[src/rtl/imem_arb_pkg.sv]
// Shared types for the instruction-memory access arbiter: FSM state encoding
// and memory-owner encoding used by the core_select mux.
package imem_arb_pkg;

    typedef enum logic [1:0] {
        IDLE = 2'd0,
        CORE = 2'd1,
        APB  = 2'd2,
        TURN = 2'd3
    } arb_state_t;

    localparam logic OWN_APB  = 1'b0;
    localparam logic OWN_CORE = 1'b1;

endpackage

[src/rtl/imem_burst_counter.sv]
// Grant-tenure counter: clears on ownership change, counts granted beats and
// saturates at MAX_BURST; flags the last allowed beat and the cap itself.
module imem_burst_counter #(
    parameter int MAX_BURST = 8,
    parameter int BURST_W   = 8
) (
    input  logic clk,
    input  logic rst,
    input  logic i_clear,
    input  logic i_inc,
    output logic o_at_max,
    output logic o_at_last
);

    localparam logic [BURST_W-1:0] CNT_MAX  = BURST_W'(MAX_BURST);
    localparam logic [BURST_W-1:0] CNT_LAST = BURST_W'(MAX_BURST - 1);
    localparam logic [BURST_W-1:0] CNT_ONE  = BURST_W'(1);

    logic [BURST_W-1:0] r_cnt;

    // Beat counter: clear wins over increment, increment stops at the cap
    always_ff @(posedge clk or posedge rst) begin
        if (rst) begin
            r_cnt <= '0;
        end else if (i_clear) begin
            r_cnt <= '0;
        end else if (i_inc && (r_cnt != CNT_MAX)) begin
            r_cnt <= r_cnt + CNT_ONE;
        end else begin
            r_cnt <= r_cnt;
        end
    end

    // Flags come straight from the register so the grant path has no loop
    always_comb begin
        o_at_max  = (r_cnt == CNT_MAX);
        o_at_last = (r_cnt == CNT_LAST);
    end

endmodule

[src/rtl/imem_access_arbiter.sv]
// Arbiter sharing the DFFRAM instruction memory between core and APB loader.
// Optional macro IMEM_ARB_RR_EN selects round-robin arbitration out of IDLE.
module imem_access_arbiter
    import imem_arb_pkg::*;
#(
    parameter int MAX_BURST = 8,
    parameter int BURST_W   = 8
) (
    input  logic clk,
    input  logic rst,
    input  logic boot_mode,
    input  logic core_req,
    input  logic core_rd,
    input  logic apb_req,
    input  logic apb_rd,
    output logic core_gnt,
    output logic apb_gnt,
    output logic core_rvalid,
    output logic apb_rvalid,
    output logic core_select,
    output logic core_en_gate,
    output logic apb_en_gate,
    output logic busy
);

    arb_state_t r_state;
    arb_state_t w_next;
    logic       w_core_ok;
    logic       w_pick_core;
    logic       w_core_gnt;
    logic       w_apb_gnt;
    logic       w_beat;
    logic       w_at_max;
    logic       w_at_last;
    logic       w_will_max;
    logic       w_last_rd;
    logic       r_last_rd;
    logic       r_turn_owner;
    logic       r_core_rvalid;
    logic       r_apb_rvalid;

    assign w_core_ok  = core_req & ~boot_mode;
    assign w_beat     = w_core_gnt | w_apb_gnt;
    // Tenure ends on the beat that brings the count to the cap
    assign w_will_max = w_at_max | (w_at_last & w_beat);

`ifdef IMEM_ARB_RR_EN
    logic r_last_owner;

    assign w_pick_core = w_core_ok & ~(apb_req & (r_last_owner == OWN_CORE));

    // Remembers which side took the most recent beat
    always_ff @(posedge clk or posedge rst) begin
        if (rst) begin
            r_last_owner <= OWN_CORE;
        end else if (w_core_gnt) begin
            r_last_owner <= OWN_CORE;
        end else if (w_apb_gnt) begin
            r_last_owner <= OWN_APB;
        end else begin
            r_last_owner <= r_last_owner;
        end
    end
`else
    assign w_pick_core = w_core_ok;
`endif

    imem_burst_counter #(
        .MAX_BURST (MAX_BURST),
        .BURST_W   (BURST_W)
    ) u_burst_counter (
        .clk       (clk),
        .rst       (rst),
        .i_clear   (w_next != r_state),
        .i_inc     (w_beat),
        .o_at_max  (w_at_max),
        .o_at_last (w_at_last)
    );

    // Per-beat grants: owner side only, withheld once capped with the other side waiting
    always_comb begin
        w_core_gnt = 1'b0;
        w_apb_gnt  = 1'b0;
        case (r_state)
            CORE: w_core_gnt = w_core_ok & ~(w_at_max & apb_req);
            APB:  w_apb_gnt  = apb_req & ~(w_at_max & w_core_ok);
            default: begin
                w_core_gnt = 1'b0;
                w_apb_gnt  = 1'b0;
            end
        endcase
    end

    // Next-state decision
    always_comb begin
        w_next    = r_state;
        w_last_rd = r_last_rd;
        case (r_state)
            IDLE: begin
                if (w_pick_core) begin
                    w_next = CORE;
                end else if (apb_req) begin
                    w_next = APB;
                end else begin
                    w_next = IDLE;
                end
            end
            CORE: begin
                w_last_rd = w_core_gnt ? core_rd : r_last_rd;
                if (!w_core_ok || (apb_req && w_will_max)) begin
                    if (w_last_rd) begin
                        w_next = TURN;
                    end else if (apb_req) begin
                        w_next = APB;
                    end else begin
                        w_next = IDLE;
                    end
                end else begin
                    w_next = CORE;
                end
            end
            APB: begin
                w_last_rd = w_apb_gnt ? apb_rd : r_last_rd;
                if (!apb_req || (w_core_ok && w_will_max)) begin
                    if (w_last_rd) begin
                        w_next = TURN;
                    end else if (w_core_ok) begin
                        w_next = CORE;
                    end else begin
                        w_next = IDLE;
                    end
                end else begin
                    w_next = APB;
                end
            end
            TURN: begin
                // The side that was waiting goes first
                if (r_turn_owner == OWN_CORE) begin
                    if (apb_req) begin
                        w_next = APB;
                    end else if (w_core_ok) begin
                        w_next = CORE;
                    end else begin
                        w_next = IDLE;
                    end
                end else begin
                    if (w_core_ok) begin
                        w_next = CORE;
                    end else if (apb_req) begin
                        w_next = APB;
                    end else begin
                        w_next = IDLE;
                    end
                end
            end
            default: w_next = IDLE;
        endcase
    end

    // State, read-tracking and turnaround-owner registers
    always_ff @(posedge clk or posedge rst) begin
        if (rst) begin
            r_state      <= IDLE;
            r_last_rd    <= 1'b0;
            r_turn_owner <= OWN_APB;
        end else begin
            r_state      <= w_next;
            r_last_rd    <= (w_next != r_state) ? 1'b0 : w_last_rd;
            r_turn_owner <= (r_state == TURN) ? r_turn_owner :
                            ((r_state == CORE) ? OWN_CORE : OWN_APB);
        end
    end

    // Read-valid mirrors the DFFRAM's one-cycle registered read
    always_ff @(posedge clk or posedge rst) begin
        if (rst) begin
            r_core_rvalid <= 1'b0;
            r_apb_rvalid  <= 1'b0;
        end else begin
            r_core_rvalid <= w_core_gnt & core_rd;
            r_apb_rvalid  <= w_apb_gnt & apb_rd;
        end
    end

    assign core_gnt     = w_core_gnt;
    assign apb_gnt      = w_apb_gnt;
    assign core_en_gate = w_core_gnt;
    assign apb_en_gate  = w_apb_gnt;
    assign core_rvalid  = r_core_rvalid;
    assign apb_rvalid   = r_apb_rvalid;
    assign core_select  = (r_state == CORE) |
                          ((r_state == TURN) & (r_turn_owner == OWN_CORE));
    assign busy         = (r_state != IDLE);

endmodule

[config.mk]
export PLATFORM = sky130hd
export DESIGN_NAME = imem_access_arbiter
export DESIGN_NICKNAME = d
export VERILOG_FILES = /design/src/rtl/imem_arb_pkg.sv /design/src/rtl/imem_burst_counter.sv /design/src/rtl/imem_access_arbiter.sv
export SDC_FILE = /design/constraint.sdc
export NUM_CORES = 1
export LEC_CHECK = 0
export CORE_UTILIZATION = 45
export DETAILED_ROUTE_END_ITERATION = 12
export PLACE_DENSITY = 0.68
export SLEW_MARGIN = 10
export SYNTH_ARGS = -nofsm -noshare
export SYNTH_HDL_FRONTEND = slang
export SYNTH_SLANG_ARGS = --single-unit
[constraint.sdc]
create_clock -name clk -period 4.71 [get_ports clk]
set_clock_uncertainty 0.15 [all_clocks]
set_input_delay 0.471 -clock clk [delete_from_list [all_inputs] [get_ports clk]]
set_output_delay 0.471 -clock clk [all_outputs]
set_load 0.02 [all_outputs]
Word-level counts from Yosys, hierarchy flattened
Index checks and enable logic that the tools add are counted.

operators by class
  add/sub/neg operators = 1
  equality and inequality tests = 7
  muxes and demuxes = 19
  bitwise gates (word level) = 15
  reduce and logical (&&, ||, !) cells = 11

operators with widths
  cell                   number
  $mux W2                8
  $mux W8                2
  $and A1 B1 Y1          9
  $add A8 B1 Y8 const B  1
  $eq A8 B3 Y1 const B   1
  $eq A8 B4 Y1 const B   1
  $ne A8 B4 Y1 const B   1
  $pmux W2 S4            1
  $mux W1                7
  $eq A2 B2 Y1 const B   2
  $reduce_bool A2 Y1     2
  $logic_and A1 B1 Y1    3
  $not A1 Y1             3
  $or A1 B1 Y1           3
  $reduce_bool A3 Y1     1
  $eq A2 B1 Y1 const B   1
  $logic_not A1 Y1       2
  $logic_not A2 Y1       1
  $logic_or A1 B1 Y1     2
  $ne A2 B2 Y1           1
  $pmux W1 S2            1

word-level totals
  flip-flop bits (word level) = 14
  output and inout port bits = 8
  word-level logic and storage cells = 59

Longest topological paths before layout
  word-level depth = 15
  mapped depth = 8

Modules after synthesis
From an unflattened synthesis, not the netlist that was laid out.

second synthesis, totals
  cell total of the unflattened synthesis = 113
  area, all modules = 954.7 um^2

modules (own cells, without submodules)
  module               times used  cells each  area each (um^2)  seq. area each (um^2)
  imem_access_arbiter  1           62          494.2             150.1
  imem_burst_counter   1           51          460.4             200.2

Worst setup path before layout
Ideal clock, no wire load.

  kind = flip-flop to flip-flop
  start = register r_state[0]
  end = register r_last_rd
  library setup time = 0.101 ns
  arrival = 2.457 ns
  setup slack = 2.002 ns
  stages on the path, launching flop included = 9
  path buffers = 0
  period minus slack after synthesis = 2.708 ns
  path through = dfrtp_1 inv_1 ha_1 nand2_1 a31oi_1 mux2_2 o21ai_1 a311oi_2 nor4_1

between the ends
  longest elaborated chain between the ends = 11

RTL lines
  item                                                                   RTL line                                                source
  start: declaration                                                     imem_access_arbiter.sv:26                               arb_state_t r_state;
  start signal: assignment                                               imem_access_arbiter.sv:167                              r_state <= w_next;
  $eq A2 B2 Y1 *                                                         imem_access_arbiter.sv:84                               case (r_state)
  $mux W1 *                                                              imem_access_arbiter.sv:84
  named net apb_en_gate                                                  imem_access_arbiter.sv:22                               output logic apb_en_gate,
  $or A1 B1 Y1                                                           imem_access_arbiter.sv:43                               assign w_beat = w_core_gnt | w_apb_gnt;
  $and A1 B1 Y1                                                          imem_access_arbiter.sv:45                               assign w_will_max = w_at_max | (w_at_last & w_beat);
  $or A1 B1 Y1                                                           imem_access_arbiter.sv:45
  $logic_and A1 B1 Y1 (on tied branches)                                 imem_access_arbiter.sv:124, imem_access_arbiter.sv:110
  $logic_or A1 B1 Y1 (on tied branches)                                  imem_access_arbiter.sv:124, imem_access_arbiter.sv:110
  $mux W2 (on tied branches)                                             imem_access_arbiter.sv:124, imem_access_arbiter.sv:110
  $pmux W2 S4                                                            imem_access_arbiter.sv:98                               case (r_state)
  $ne A2 B2 Y1                                                           imem_access_arbiter.sv:168                              r_last_rd <= (w_next != r_state) ? 1'b0 : w_last_rd;
  $reduce_bool A3 Y1 (no source line) / $mux W1 (equally long branches)  n/a
  end signal: assignment                                                 imem_access_arbiter.sv:168
  end: declaration                                                       imem_access_arbiter.sv:37                               logic r_last_rd;

The timed path passes the listed nets; every way through them passes the cells marked *.
A chain may end at the register's enable or synchronous reset.

Worst setup path in the final report
  start = register r_state[1]
  end = output port core_en_gate

between the ends
  longest elaborated chain between the ends = 2

RTL lines
  item              RTL line                   source
  $eq A2 B1 Y1      imem_access_arbiter.sv:84
  $mux W1           imem_access_arbiter.sv:84
  end: declaration  imem_access_arbiter.sv:21  output logic core_en_gate,

No other way between the ends.

==> results.md <==
* Status: finished, final reports clean
* DRT Wirelength at 2240 um
* Share of cells above drive strength 1 at 11.5%
* Syn_nets at 122
* Pin count of the biggest net entering global routing at 15
* I/O pin count at 15
* Crit path required time at 4090 ps
* FFs w/ async S/R, synth at 100%
* Avg WL per Cell at 14.9 um
* Root Driver: clkbuf_4
* GP Congestion at 0.850
* Post-CTS Resized at 0
* Iter 0 DRT Violations at 21
* Antenna violations before repair at 0
* Max clock buf depth at 2
* CTS tree: yes
* Die Ht at 50.2 um
* Vias in the first global route at 806
* Sequential share of the synthesized area at 33.5%
* RSZ-0062 raised after global routing: no
* Final Critical Period at 3090 ps
* Number of diodes at 0
* Die area at 2520 um^2
* Cell Pwr Density at 401 nW/um^2
* Clk sinks at 14
* R2r setup slk at 1730 ps
* Post-synth EDFFs at 0
* Number of setup buffers added after CTS at 0
* Global-route wire length before repair at 3620 um
* Hold Buf Count CTS at 0
* Non-filler cells, final at 150
* Top post-synthesis cells by count: dfrtp_1 (14), nor4_1 (9), ha_1 (7), inv_1 (7), nand2_1 (6)
* H-tree Lvls at 1
* # DRC at 0
* Core footprint at 2210 um^2
* Synth cell types at 37
* Final Max Slew Viols at 0
* Worst-Skew Late Latency at 290 ps
* Worst R2R Path Depth at 8
* Synthesized area at 1050 um^2
* Row count at 17
* Final setup viols at 0
* Post-layout instance area at 1230 um^2
* Final #Nets at 137
* Reg2reg end: u_burst_counter.r_cnt[6]$_DFFE_PP0P_
* Clock slew at reported path FFs at 90 ps
* VDD IR-drop max at 0.000203 V
* Final core occ at 55.8%
* Placed cell area at 1200 um^2
* Worst-path maximum fanout at 7
* Setup TNS Final at 0 ps
* Area growth syn-to-layout at 17.9%
* Critical path type: flip-flop to output pin
* Fin crit share at 65.7%
* Via density at 5.92
* Slew @ Worst Pin at 767 ps
* Synth area leaders: dfrtp_1 (33%), ha_1 (8.4%), nor4_1 (5.4%), xnor2_1 (3.3%), xor2_1 (3.3%)
* Crit path DAT at 2470 ps
* Leakage power at 0.517 nW
* Synthesized area per cell at 9.70 um^2
* Detailed Place HPWL at 1710 um
* Die W at 50.2 um
* HP Class: input port to asynchronous set/reset pin
* Max_cap viols at 0
* Gate Count Post-Synth at 108
* Yosys warning total at 0
* Worst setup SP type: flip-flop
* Grt ovf at 0
* Post-synthesis register bit count at 14
* Post-DRT Antenna Nets at 0
* Pre-antenna DRT Iters at 4
* Max-slew headroom at 48.5%
* CTS Buf Count at 3
* Starting Density at 47.3%
* Crit Reg-Reg Startpoint: r_state[1]$_DFF_PP0_
* PortBufs at 14
* Fill cells at 201
* Yosys top cell area share at 33.5%
* Yosys top cell by area: dfrtp_1
* Peak Freq at 323 MHz
* Most common cell in the netlist: dfrtp_1
* CP Capture Type: output pin
* Vias at 888
* Main synth FF type: dfrtp_1
* GRT Total Usage at 19.0%
* Hold Fails Final Rpt at 0
* Inst Count DP at 146
## cell type report
type | count | area (um^2) | area share (%)
inverter | 7 | 26.3 | 2.13
tap | 28 | 35.0 | 2.84
sequential | 14 | 350 | 28.4
clock buffer | 4 | 36.3 | 2.94
timing repair buffer | 14 | 140 | 11.3
multi-input combinational | 83 | 647 | 52.4
## worst max-delay path by stage
stage	start	endpoint	slack, ps	depth (start not counted)
CTS	r_state[1]$_DFF_PP0_	core_en_gate	1620	5
floorplan	r_state[0]$_DFF_PP0_	r_last_rd$_DFFE_PP0P_	2000	8
global route	r_state[1]$_DFF_PP0_	u_burst_counter.r_cnt[5]$_DFFE_PP0P_	1490	8
detailed placement	apb_req	u_burst_counter.r_cnt[4]$_DFFE_PP0P_	1590	7
finish	r_state[1]$_DFF_PP0_	core_en_gate	1620	5
global placement	apb_req	u_burst_counter.r_cnt[1]$_DFFE_PP0P_	1590	7
## where the power goes
part	switching (mW)	internal (mW)
Sequential	0.0170	0.134
Clock	0.0422	0.0471
Combinational	0.158	0.0978
Total	0.217	0.279
## critical path, stage by stage (launching register included)
cell,delay (ps)
dfrtp_1,470
inv_1,150
ha_1,310
nand3b_1,170
a31oi_1,390
clkdlybuf4s50_1,690
## cells by family (layout without fill, tap and decap cells)
logic type	Yosys count	after routing	synth area share, %
XOR/XNOR	8	8	6.69
buffers and inverters	11	25	4.78
multiplexers	5	5	5.14
AND/OR/NAND/NOR	37	37	22.9
adder cells (fa/ha/maj)	7	7	8.36
AO/OA/AOI/OAI	26	26	18.6
flip-flops	14	14	33.5
## layout by cell type (no fill, tap or decap), types with 2 or more instances in the layout
cell type,count
a31oi_1,4
a21oi_1,5
mux2_2,3
o21ai_1,2
and3b_1,2
xnor2_1,4
nand2b_1,2
nand3b_1,2
mux2i_1,2
o21ai_0,4
nand4_1,3
nand2_1,6
nor4_1,9
nor2_1,4
o211ai_1,2
clkbuf_4,3
and2_1,3
a211oi_1,2
dfrtp_1,14
inv_1,7
xor2_1,4
clkdlybuf4s50_1,14
ha_1,7
## flip-flops by register name (all words and copies together), names as in the netlist
| register | flops |
|---|---|
| r_state | 2 |
| r_turn_owner | 1 |
| apb_rvalid | 1 |
| core_rvalid | 1 |
| r_last_rd | 1 |
| u_burst_counter.r_cnt | 8 |
## layer usage
metal  up-vias  share of wire (%)  wire length [um]  global-route usage [%]
met3         2                4.0                90                    4.55
met4         0               0.36                 8                    3.81
met2        21                 50              1130                    33.6
li1        430                  -                 -                       -
met1       435                 45              1010                    23.2
met5         -                  0                 0                       0
## per-stage QoR
stage / power, mW / hold WS (ps) / worst slack, ps
2_1_floorplan: 0.335 / 210 / 2000
3_3_place_gp: 0.400 / 385 / 1590
3_5_place_dp: 0.406 / 395 / 1590
4_1_cts: 0.496 / 389 / 1620
5_1_grt: 0.533 / 431 / 1490
6_report: 0.496 / 371 / 1620
Note: power is estimated with default switching activity, not from simulation.
